===== config.mk =====
export PLATFORM = sky130hd
export DESIGN_NAME = uart_alici_param
export DESIGN_NICKNAME = d
export VERILOG_FILES = /design/src/rtl/uart_alici_param_pkg.sv /design/src/rtl/uart_alici_fifo.sv /design/src/rtl/uart_alici_param.sv
export SDC_FILE = /design/constraint.sdc
export NUM_CORES = 1
export LEC_CHECK = 0
export CAP_MARGIN = 10
export CORE_MARGIN = 5
export CORE_UTILIZATION = 33
export CTS_CLUSTER_DIAMETER = 150
export DETAILED_ROUTE_END_ITERATION = 8
export PLACE_DENSITY_LB_ADDON = 0.2
export SYNTH_ARGS = -nofsm -noshare
export SYNTH_HDL_FRONTEND = slang
export SYNTH_SLANG_ARGS = --single-unit

===== constraint.sdc =====
create_clock -name clk_g -period 5.2 [get_ports clk_g]
set_clock_uncertainty 0.05 [all_clocks]
set_input_delay 1.56 -clock clk_g [delete_from_list [all_inputs] [get_ports clk_g]]
set_output_delay 1.56 -clock clk_g [all_outputs]
set_load 0.02 [all_outputs]

===== src/rtl/uart_alici_param_pkg.sv =====
// Shared constants for the parameterised UART receiver: FSM state codes,
// parity mode codes, the minimum bit divisor and small bit-level helpers.
package uart_alici_param_pkg;

    typedef enum logic [2:0] {
        BOSTA = 3'd0,
        START = 3'd1,
        VERI  = 3'd2,
        ESLIK = 3'd3,
        DUR   = 3'd4
    } durum_t;

    typedef enum logic [1:0] {
        ESLIK_YOK   = 2'd0,
        ESLIK_CIFT  = 2'd1,
        ESLIK_TEK   = 2'd2,
        ESLIK_YOK_3 = 2'd3
    } eslik_t;

    localparam int unsigned MIN_BOLEN = 16;

    function automatic logic cogunluk(input logic a, input logic b, input logic c);
        return (a & b) | (a & c) | (b & c);
    endfunction

    // Expected parity bit over the data; unused upper bits must be zero.
    function automatic logic eslik_hesap(input logic [7:0] veri, input logic tek);
        return tek ? ~(^veri) : (^veri);
    endfunction

endpackage


===== src/rtl/uart_alici_fifo.sv =====
// Receive FIFO: power-of-two depth, wrap-bit full/empty, drop-on-full with a
// one-cycle overflow pulse. Output reads as zero while empty.
module uart_alici_fifo #(
    parameter int GENISLIK = 11,
    parameter int DERINLIK = 4
) (
    input  logic                clk_g,
    input  logic                rst_g,
    input  logic                it,
    input  logic                cek,
    input  logic [GENISLIK-1:0] giris,
    output logic [GENISLIK-1:0] cikis,
    output logic                gecerli,
    output logic                tasma
);
    localparam int AW = $clog2(DERINLIK);

    logic [GENISLIK-1:0] bellek_r [DERINLIK];
    logic [AW:0]         yaz_r;
    logic [AW:0]         oku_r;
    logic                tasma_r;
    logic                bos_s;
    logic                dolu_s;
    logic                cek_s;
    logic                yaz_s;

    // Occupancy flags and accepted push/pop decisions.
    always_comb begin
        bos_s  = (yaz_r == oku_r);
        dolu_s = (yaz_r[AW] != oku_r[AW]) && (yaz_r[AW-1:0] == oku_r[AW-1:0]);
        cek_s  = cek && !bos_s;
        yaz_s  = it && (!dolu_s || cek_s);
    end

    // Frame storage; contents are never visible while empty, so no reset.
    always_ff @(posedge clk_g) begin
        if (yaz_s) begin
            bellek_r[yaz_r[AW-1:0]] <= giris;
        end
    end

    // Pointers and overflow pulse.
    always_ff @(posedge clk_g or posedge rst_g) begin
        if (rst_g) begin
            yaz_r   <= '0;
            oku_r   <= '0;
            tasma_r <= 1'b0;
        end else begin
            if (yaz_s) begin
                yaz_r <= yaz_r + (AW+1)'(1);
            end
            if (cek_s) begin
                oku_r <= oku_r + (AW+1)'(1);
            end
            tasma_r <= it && dolu_s && !cek_s;
        end
    end

    assign cikis   = bos_s ? '0 : bellek_r[oku_r[AW-1:0]];
    assign gecerli = !bos_s;
    assign tasma   = tasma_r;

endmodule


===== src/rtl/uart_alici_param.sv =====
// Parameterised UART receiver with 3-sample majority voting and a frame FIFO.
// Optional parity support is compiled in with `define UART_ALICI_ESLIK_EN.
module uart_alici_param
    import uart_alici_param_pkg::*;
#(
    parameter int VERI_BIT       = 8,
    parameter int FIFO_DERINLIK  = 4,
    parameter int BOLEN_GENISLIK = 16
) (
    input  logic                      clk_g,
    input  logic                      rst_g,
    input  logic                      RX,
    input  logic [BOLEN_GENISLIK-1:0] baud_bolen,
    input  logic [1:0]                eslik_mod,
    input  logic                      iki_dur,
    output logic [VERI_BIT-1:0]       al_veri,
    output logic                      al_gecerli,
    input  logic                      al_hazir,
    output logic                      cerceve_hata,
    output logic                      eslik_hata,
    output logic                      kirilma,
    output logic                      tasma
);
    localparam int GEN = VERI_BIT + 3;
    localparam logic [BOLEN_GENISLIK-1:0] MIN_D = BOLEN_GENISLIK'(MIN_BOLEN);

    logic                      sync1_r, sync2_r, rx_s;
    durum_t                    durum_r, durum_s;
    logic [BOLEN_GENISLIK-1:0] bolen_r, bolen_s, sayac_r;
    logic [BOLEN_GENISLIK-1:0] adim_s, o7_s, o8_s, o9_s;
    logic [1:0]                ornek_r;
    logic                      bit_r, maj_s, bit_son_s, son_dur_s, veri_son_s;
    logic [3:0]                bit_say_r;
    logic [VERI_BIT-1:0]       veri_r;
    logic                      stop_say_r, iki_dur_r, cerceve_r, sifir_r, bekle_r;
    logic                      eslik_var_s, eslik_bit_s, itme_s;
    logic                      cerceve_son_s, kirilma_son_s;
    logic [GEN-1:0]            yaz_veri_s, fifo_cikis_s;

`ifdef UART_ALICI_ESLIK_EN
    logic [1:0] mod_r;
    logic       eslik_r;
    assign eslik_var_s = (mod_r == ESLIK_CIFT) || (mod_r == ESLIK_TEK);
    assign eslik_bit_s = eslik_r;
`else
    logic unused_eslik_mod_s;
    assign unused_eslik_mod_s = ^eslik_mod;
    assign eslik_var_s        = 1'b0;
    assign eslik_bit_s        = 1'b0;
`endif

    // Two-flop synchroniser on the serial line, idling high.
    always_ff @(posedge clk_g or posedge rst_g) begin
        if (rst_g) begin
            sync1_r <= 1'b1;
            sync2_r <= 1'b1;
        end else begin
            sync1_r <= RX;
            sync2_r <= sync1_r;
        end
    end
    assign rx_s = sync2_r;

    // Bit timing: divisor clamp, sample points and bit-end detection.
    always_comb begin
        bolen_s    = (baud_bolen < MIN_D) ? MIN_D : baud_bolen;
        adim_s     = bolen_r >> 4;
        o7_s       = adim_s * BOLEN_GENISLIK'(7);
        o8_s       = adim_s * BOLEN_GENISLIK'(8);
        o9_s       = adim_s * BOLEN_GENISLIK'(9);
        bit_son_s  = (sayac_r == bolen_r - BOLEN_GENISLIK'(1));
        maj_s      = cogunluk(ornek_r[0], ornek_r[1], rx_s);
        son_dur_s  = !iki_dur_r || stop_say_r;
        veri_son_s = (bit_say_r == 4'(VERI_BIT - 1));
    end

    // FSM state register.
    always_ff @(posedge clk_g or posedge rst_g) begin
        if (rst_g) begin
            durum_r <= BOSTA;
        end else begin
            durum_r <= durum_s;
        end
    end

    // FSM next-state logic.
    always_comb begin
        durum_s = durum_r;
        case (durum_r)
            BOSTA: begin
                if (!rx_s && !bekle_r) durum_s = START;
                else                   durum_s = BOSTA;
            end
            START: begin
                if (bit_son_s) durum_s = bit_r ? BOSTA : VERI;
                else           durum_s = START;
            end
            VERI: begin
                if (bit_son_s && veri_son_s) durum_s = eslik_var_s ? ESLIK : DUR;
                else                         durum_s = VERI;
            end
            ESLIK: begin
                if (bit_son_s) durum_s = DUR;
                else           durum_s = ESLIK;
            end
            DUR: begin
                if (itme_s) durum_s = BOSTA;
                else        durum_s = DUR;
            end
            default: durum_s = BOSTA;
        endcase
    end

    // FSM outputs: push strobe mid-way through the last stop bit and the frame word.
    always_comb begin
        itme_s        = (durum_r == DUR) && son_dur_s && (sayac_r == o9_s);
        cerceve_son_s = cerceve_r | ~maj_s;
        kirilma_son_s = stop_say_r ? sifir_r : (sifir_r & ~maj_s);
        yaz_veri_s    = {kirilma_son_s, eslik_bit_s, cerceve_son_s, veri_r};
    end

    // Datapath: bit counter, majority samples, shift register and error tracking.
    always_ff @(posedge clk_g or posedge rst_g) begin
        if (rst_g) begin
            sayac_r    <= '0;
            bolen_r    <= MIN_D;
            ornek_r    <= 2'b11;
            bit_r      <= 1'b1;
            bit_say_r  <= 4'd0;
            veri_r     <= '0;
            stop_say_r <= 1'b0;
            iki_dur_r  <= 1'b0;
            cerceve_r  <= 1'b0;
            sifir_r    <= 1'b1;
            bekle_r    <= 1'b0;
`ifdef UART_ALICI_ESLIK_EN
            mod_r      <= 2'd0;
            eslik_r    <= 1'b0;
`endif
        end else if (durum_r == BOSTA) begin
            sayac_r    <= '0;
            bolen_r    <= bolen_s;
            iki_dur_r  <= iki_dur;
            ornek_r    <= 2'b11;
            bit_say_r  <= 4'd0;
            stop_say_r <= 1'b0;
            cerceve_r  <= 1'b0;
            sifir_r    <= 1'b1;
`ifdef UART_ALICI_ESLIK_EN
            mod_r      <= eslik_mod;
            eslik_r    <= 1'b0;
`endif
            // After a frame ending in a low stop bit, wait for idle before re-arming.
            if (rx_s) begin
                bekle_r <= 1'b0;
            end
        end else begin
            sayac_r <= bit_son_s ? '0 : sayac_r + BOLEN_GENISLIK'(1);
            if (sayac_r == o7_s) begin
                ornek_r[0] <= rx_s;
            end
            if (sayac_r == o8_s) begin
                ornek_r[1] <= rx_s;
            end
            if (sayac_r == o9_s) begin
                bit_r <= maj_s;
                case (durum_r)
                    VERI: begin
                        veri_r  <= {maj_s, veri_r[VERI_BIT-1:1]};
                        sifir_r <= sifir_r & ~maj_s;
                    end
                    ESLIK: begin
                        sifir_r <= sifir_r & ~maj_s;
`ifdef UART_ALICI_ESLIK_EN
                        eslik_r <= maj_s != eslik_hesap(8'(veri_r), mod_r == ESLIK_TEK);
`endif
                    end
                    DUR: begin
                        if (!stop_say_r) begin
                            cerceve_r <= ~maj_s;
                            sifir_r   <= sifir_r & ~maj_s;
                        end
                    end
                    default: begin
                    end
                endcase
            end
            if (bit_son_s && durum_r == VERI) begin
                bit_say_r <= bit_say_r + 4'd1;
            end
            if (bit_son_s && durum_r == DUR) begin
                stop_say_r <= 1'b1;
            end
            if (itme_s) begin
                bekle_r <= cerceve_son_s;
            end
        end
    end

    uart_alici_fifo #(
        .GENISLIK (GEN),
        .DERINLIK (FIFO_DERINLIK)
    ) u_fifo (
        .clk_g   (clk_g),
        .rst_g   (rst_g),
        .it      (itme_s),
        .cek     (al_hazir),
        .giris   (yaz_veri_s),
        .cikis   (fifo_cikis_s),
        .gecerli (al_gecerli),
        .tasma   (tasma)
    );

    assign al_veri      = fifo_cikis_s[VERI_BIT-1:0];
    assign cerceve_hata = fifo_cikis_s[VERI_BIT];
    assign eslik_hata   = fifo_cikis_s[VERI_BIT+1];
    assign kirilma      = fifo_cikis_s[VERI_BIT+2];

endmodule


==> flow_summary.toml, run 1 <==
[floorplanning]
die_h_um = 159
start_util_pct = 33.5
dieArea_sq_mm = 0.0251
fp-row-count = 54
chipWidth_um = 159
core_sq_mm = 0.0218
io_pins = 36

[timing]
tns_ns = 0
hold_violations = 0
fmax_mhz = 224
rsz0062_at_grt = "false"
worst_pin_slew_ns = 0.865
relSlewSlack_pct = 42.2
min_period_ns = 4.46
finalSetupViolCount = 0
min_period_over_period_pct = 85.7
finalMaxSlewViolations = 0

[worst_setup_path]
path_max_fanout = 10
path_class = "register to register"
critical_path_required_ns = 5.20
worst_setup_path_start_kind = "register"
setup.worst_path.end_class = "register"
cp.arrival_ns = 4.46

[cells_and_area]
syn2layout_area_growth_pct = 13.4
nFillCells = 2145
fin_nets = 810
diodes = 0
fin_cells = 1006
drive_gt1_share_pct = 10.9
final_area_sq_mm = 0.00826

[run]
cap_violations = 0

[grt]
grt_max_degree = 40
grtUsageTotal_pct = 14.4
grt-ovfl-total = 0
antenna_found_initial = 0
grt_pass1_wl_um = 28300
grt_pass1_vias = 5306

[clocking]
post_cts_resized = 0
post_cts_buffers = 0
clockBufferDepth = 2
numCtsBuffers = 9
hold_buffers = 0
cts_root_buf = "clkbuf_16"
clk_pin_slew_ns = 0.07
cts_max_level = 3
clock_latency_ns = 0.35
tritoncts = "done"
cts_sinks = 104

[power]
powerDensity_mw_per_mm2 = 328
ir_drop_mv = 0.183
leakagePower_nw = 3.33

[yosys]
netlist.area_leader.share_pct = 19.6
synth_area_per_cell_sq_um = 10.5
ys_top_cells_by_area = "dfrtp_1 20%, edfxtp_1 16%, ha_1 9.1%"
synthArstFlopShare_pct = 61.5
netlist_instances = 696
yosys.cell_types.count = 76
synth_edf_count = 40
synthFlopType = "dfrtp_1"
synth-seq-cells = 104
synth_top_area_cell = "dfrtp_1"
syn_area_sq_mm = 0.00728
yosysWarnings = 0
synth_nets = 785
synth_seq_area_share_pct = 38.6

[routing]
final_antenna_net_count = 0
drt_iter0_drc = 281
avgViaCountPerCell = 5.25
wl_um = 17400
route.detailed.drc = 0
wire_per_inst_um = 17.3
dr.pass1.iters = 5
dr_total_vias = 5283

[placed_design]
place.gp.congestion = 0.839
io_buffer_count = 32
place_area_sq_mm = 0.00792
post-dp-hpwl_um = 13300
dp_cells = 990

[run_status]
status = "completed"

[hold_path]
hp-class = "register to register"
[cells in the final DEF (no fill, tap or decap), drive strengths merged, types with 4 or more instances in the layout]
cell type | netlist | layout
nor2b | 13 | 13
clkdlybuf4s50 | 0 | 32
a21o | 10 | 10
fa | 13 | 13
ha | 53 | 53
or3 | 7 | 7
o211ai | 4 | 4
edfxtp | 40 | 40
or4 | 11 | 11
o21ai | 29 | 29
nor3b | 5 | 5
nor3 | 13 | 13
nor2 | 35 | 35
a31oi | 5 | 5
o31ai | 4 | 4
nor4b | 4 | 4
mux2 | 12 | 12
buf | 8 | 16
xnor2 | 48 | 48
mux2i | 10 | 10
o2111ai | 4 | 4
dfrtp | 57 | 57
nor4 | 15 | 15
nand3 | 22 | 22
o21a | 5 | 5
and3 | 12 | 12
clkbuf | 26 | 10
a21oi | 22 | 22
dfstp | 7 | 7
nand2 | 55 | 55
and2 | 5 | 5
nand2b | 7 | 7
nand4 | 11 | 11
mux4 | 10 | 10
inv | 33 | 36
xor2 | 36 | 36
a211oi | 4 | 4
[synth_stat cells (all sizes together) (3+ instances only)]
library cell	count
a211oi	4
a21o	10
a21oi	22
a311oi	3
a31oi	5
and2	5
and3	12
buf	8
clkbuf	26
dfrtp	57
dfstp	7
edfxtp	40
fa	13
ha	53
inv	33
mux2	12
mux2i	10
mux4	10
nand2	55
nand2b	7
nand3	22
nand4	11
nor2	35
nor2b	13
nor3	13
nor3b	5
nor4	15
nor4b	4
nor4bb	3
o2111ai	4
o211ai	4
o21a	5
o21ai	29
o31a	3
o31ai	4
or3	7
or4	11
xnor2	48
xor2	36
[where the power goes]
group          leakage [nW]  switching [mW]  internal, mW  total (mW)
clock network         0.164           0.320         0.435       0.755
logic                  2.02           0.457         0.473       0.931
registers              1.15           0.133         0.890        1.02
total                  3.33           0.911          1.80        2.71
[cells by family (layout without fill, tap and decap cells)]
group           Yosys count  count (layout)  share of synthesized area (%)
xor+xnor                 86              86                           10.8
buf+inv                  67              97                           3.83
simple gates            227             227                           17.0
mux                      32              32                           6.32
flops                   104             104                           38.6
other cells               1               1                         0.0515
compound gates          112             112                           10.6
fa+ha+maj                67              67                           12.8
[sequential cells by signal (all words and copies together), names as in the netlist, 2 cells and up]
| name | cells |
|---|---|
| u_fifo.oku_r | 3 |
| ornek_r | 2 |
| u_fifo.bellek_r | 40 |
| veri_r | 8 |
| bit_say_r | 4 |
| bolen_r | 16 |
| u_fifo.yaz_r | 3 |
| sayac_r | 16 |
| durum_r | 3 |
[stage by stage]
stage | hold WS, ns | power, mW | worst slack (ns) | util, %
detailed placement | 0.302 | 1.98 | 0.729 | 36.4
global placement | 0.295 | 1.97 | 0.715 | 36.4
global route | 0.315 | 2.87 | 0.502 | 38.0
finish | 0.310 | 2.71 | 0.743 | 38.0
CTS | 0.312 | 2.74 | 0.707 | 38.0
floorplan | 0.295 | 1.69 | 0.506 | -
[worst max-delay path, cell delays in order, from the launching register on]
cell and delay [ns]:
dfrtp_1 0.65, ha_1 0.33, ha_1 0.23, inv_1 0.08
fa_1 0.42, xnor2_1 0.14, a211oi_2 0.15, nand3_1 0.08
or4_4 0.44, or4_4 0.54, or4b_4 0.58, nor3b_1 0.21
buf_4 0.24
[final cells by class]
class	instances	area, sq um	share of cell area (%)
multi-input combinational	525	4200	50.8
timing repair buffer	48	440	5.33
clock buffer	10	229	2.77
sequential	104	2810	34.0
tap	280	350	4.24
clock inverter	6	108	1.30
inverter	33	124	1.50
[routing by layer]
metal	share of wire (%)	vias up	GRT usage, %
li1	-	2566	-
met1	45	2580	18.6
met2	48	110	24.3
met3	4.2	27	2.83
met4	2.6	0	4.71
met5	0	-	0
[final timing paths]
| kind | startpoint | endpoint | slack [ns] | cells after the start |
|---|---|---|---|---|
| min reg2reg | sync1_r | rx_s | 0.31 | 0 |
| min in group asynchronous | rst_g | u_fifo.oku_r[2] | 1.70 | 2 |
| min | sync1_r | rx_s | 0.31 | 0 |
| max reg2reg | bolen_r[8] | u_fifo.bellek_r[2][9] | 0.74 | 12 |
| max in group asynchronous | rst_g | bolen_r[4] | 2.59 | 3 |
| max | bolen_r[8] | u_fifo.bellek_r[2][9] | 0.74 | 12 |
Power figures use the tool's default switching activity.
==> inputs of run 2 (changes only) <==
Settings changed: CORE_ASPECT_RATIO from default to 1.1, CTS_CLUSTER_DIAMETER 150 to 50.
==> run 2 against run 1 <==
Combinational power fell by 2%. Sequential share of layout area rose by 0.11 points. Wire length up 3.9%. Critical path type unchanged.
==> flow_summary.toml, run 2 (synthesis gave the netlist of run 1 again) <==
[run_status]
status = "completed"

[worst_setup_path]
path_cells = "ha_1 -> ha_1 -> inv_1 -> fa_1 -> xnor2_1 -> a211oi_2 -> nand3_1 -> or4_4 -> or4_4 -> or4b_4 -> nor3b_1 -> buf_4"
path_class = "register to register"
crit_family = "simple AND/OR/NAND/NOR gates"
worst-r2r-setup-slack_ns = 0.70
path_max_fanout = 10
critical_path_required_ns = 5.20
cp.arrival_ns = 4.50
worst_setup_path_start_kind = "register"
setup.worst_path.end_class = "register"
critPathMaxStageDelay_ns = 0.65
cp_num_buf_inv = 2
crit_path_top_delay_cell = "dfrtp_1"

[cells_and_area]
diodes = 0
layout_commonest_cell = "dfrtp_1"
fin_cells = 1018
most-common-layout-cells = "57 x dfrtp_1, 55 x nand2_1, 53 x ha_1, 47 x xnor2_1, 40 x edfxtp_1"
drive_gt1_share_pct = 10.5
syn2layout_area_growth_pct = 13.0
final_area_sq_mm = 0.00823
largest_register_ff_count = 40
nFillCells = 2205
fin_nets = 807

[timing]
tns_ns = 0
relSlewSlack_pct = 49.7
hold_violations = 0
worst_pin_slew_ns = 0.754
fmax_mhz = 222
min_period_ns = 4.50
finalMaxSlewViolations = 0
finalSetupViolCount = 0
rsz0062_at_grt = "false"
min_period_over_period_pct = 86.5

[clocking]
clockBufferDepth = 2
tritoncts = "done"
clk_pin_slew_ns = 0.07
cts_sinks = 104
post_cts_buffers = 0
post_cts_resized = 0
hold_buffers = 0
clock_latency_ns = 0.35
cts_max_level = 3
numCtsBuffers = 9
cts_root_buf = "clkbuf_16"

[grt]
grt_use_met3_pct = 2.95
use_met1_pct = 18.5
antenna_found_initial = 0
grtUsageTotal_pct = 15.0
grt_pass1_vias = 5607
grt_pass1_wl_um = 29700
grt_busiest_layer = "met2"
use_met2_pct = 26.6
grt-ovfl-total = 0
grt_max_degree = 30

[power]
powerDensity_mw_per_mm2 = 323
ir_drop_mv = 0.203
leakagePower_nw = 3.31
total_power_mw = 2.66

[floorplanning]
chipWidth_um = 152
start_util_pct = 33.3
io_pins = 36
fp-row-count = 57
core_sq_mm = 0.0219
dieArea_sq_mm = 0.0251
die_h_um = 166

[hold_path]
hp-class = "register to register"

[routing]
final_antenna_net_count = 0
wire_per_inst_um = 17.8
wl_um = 18100
dr_total_vias = 5372
drt_iter0_drc = 294
dr.pass1.iters = 5
avgViaCountPerCell = 5.28
route.detailed.drc = 0

[placed_design]
dp_cells = 1002
place_area_sq_mm = 0.00792
place.gp.congestion = 0.874
io_buffer_count = 32
post-dp-hpwl_um = 13600

[run]
cap_violations = 0
-- run 2: changes by cell type in the layout (fill, tap and decap cells not counted) --
cell       before  now
bufinv_16       2    1
clkbuf_1        1    0
buf_4          16   13
inv_6           1    2
inv_8           2    1
clkinv_1        0    1
clkinv_4        0    1
-- run 2: worst paths after layout --
| check | start | to | cells past startpoint |
|---|---|---|---|
| min | sync1_r | rx_s | 0 |
| min in group asynchronous | rst_g | bolen_r[14] | 2 |
| min reg2reg | sync1_r | rx_s | 0 |
| max | bolen_r[8] | u_fifo.bellek_r[1][0] | 12 |
| max in group asynchronous | rst_g | sifir_r | 3 |
| max reg2reg | bolen_r[8] | u_fifo.bellek_r[1][0] | 12 |
-- run 2: report_power, final --
group	total, mW	internal, mW	switching [mW]
registers	1.04	0.890	0.153
clock network	0.704	0.384	0.321
logic	0.915	0.468	0.448
-- run 2: layout make-up --
type | instances | area, sq um | share of cell area, %
tap | 295 | 369 | 4.48
timing repair buffer | 45 | 418 | 5.08
multi-input combinational | 525 | 4200 | 51.0
clock buffer | 9 | 225 | 2.74
sequential | 104 | 2810 | 34.2
inverter | 33 | 124 | 1.50
clock inverter | 7 | 87.6 | 1.06
-- run 2: stage by stage --
stage	hold slack, ns	utilization (%)	worst slack (ns)
floorplan	0.295	-	0.506
global placement	0.296	36.2	0.724
detailed placement	0.301	36.2	0.706
CTS	0.310	37.6	0.679
global route	0.309	37.6	0.471
finish	0.309	37.6	0.701
-- run 2: worst reg2reg max path, cell delays in order, from the launching register on --
cell and delay [ns]:
dfrtp_1 0.65, ha_1 0.33, ha_1 0.23, inv_1 0.07, fa_1 0.42, xnor2_1 0.14
a211oi_2 0.16, nand3_1 0.10, or4_4 0.44, or4_4 0.54, or4b_4 0.58, nor3b_1 0.23
buf_4 0.25
-- run 2: routing by layer --
metal	routed length, um	vias up	share of wire, %
met5	0	-	0
li1	-	2548	-
met4	376	0	2.1
met2	9400	130	52
met1	7660	2667	42
met3	676	27	3.7
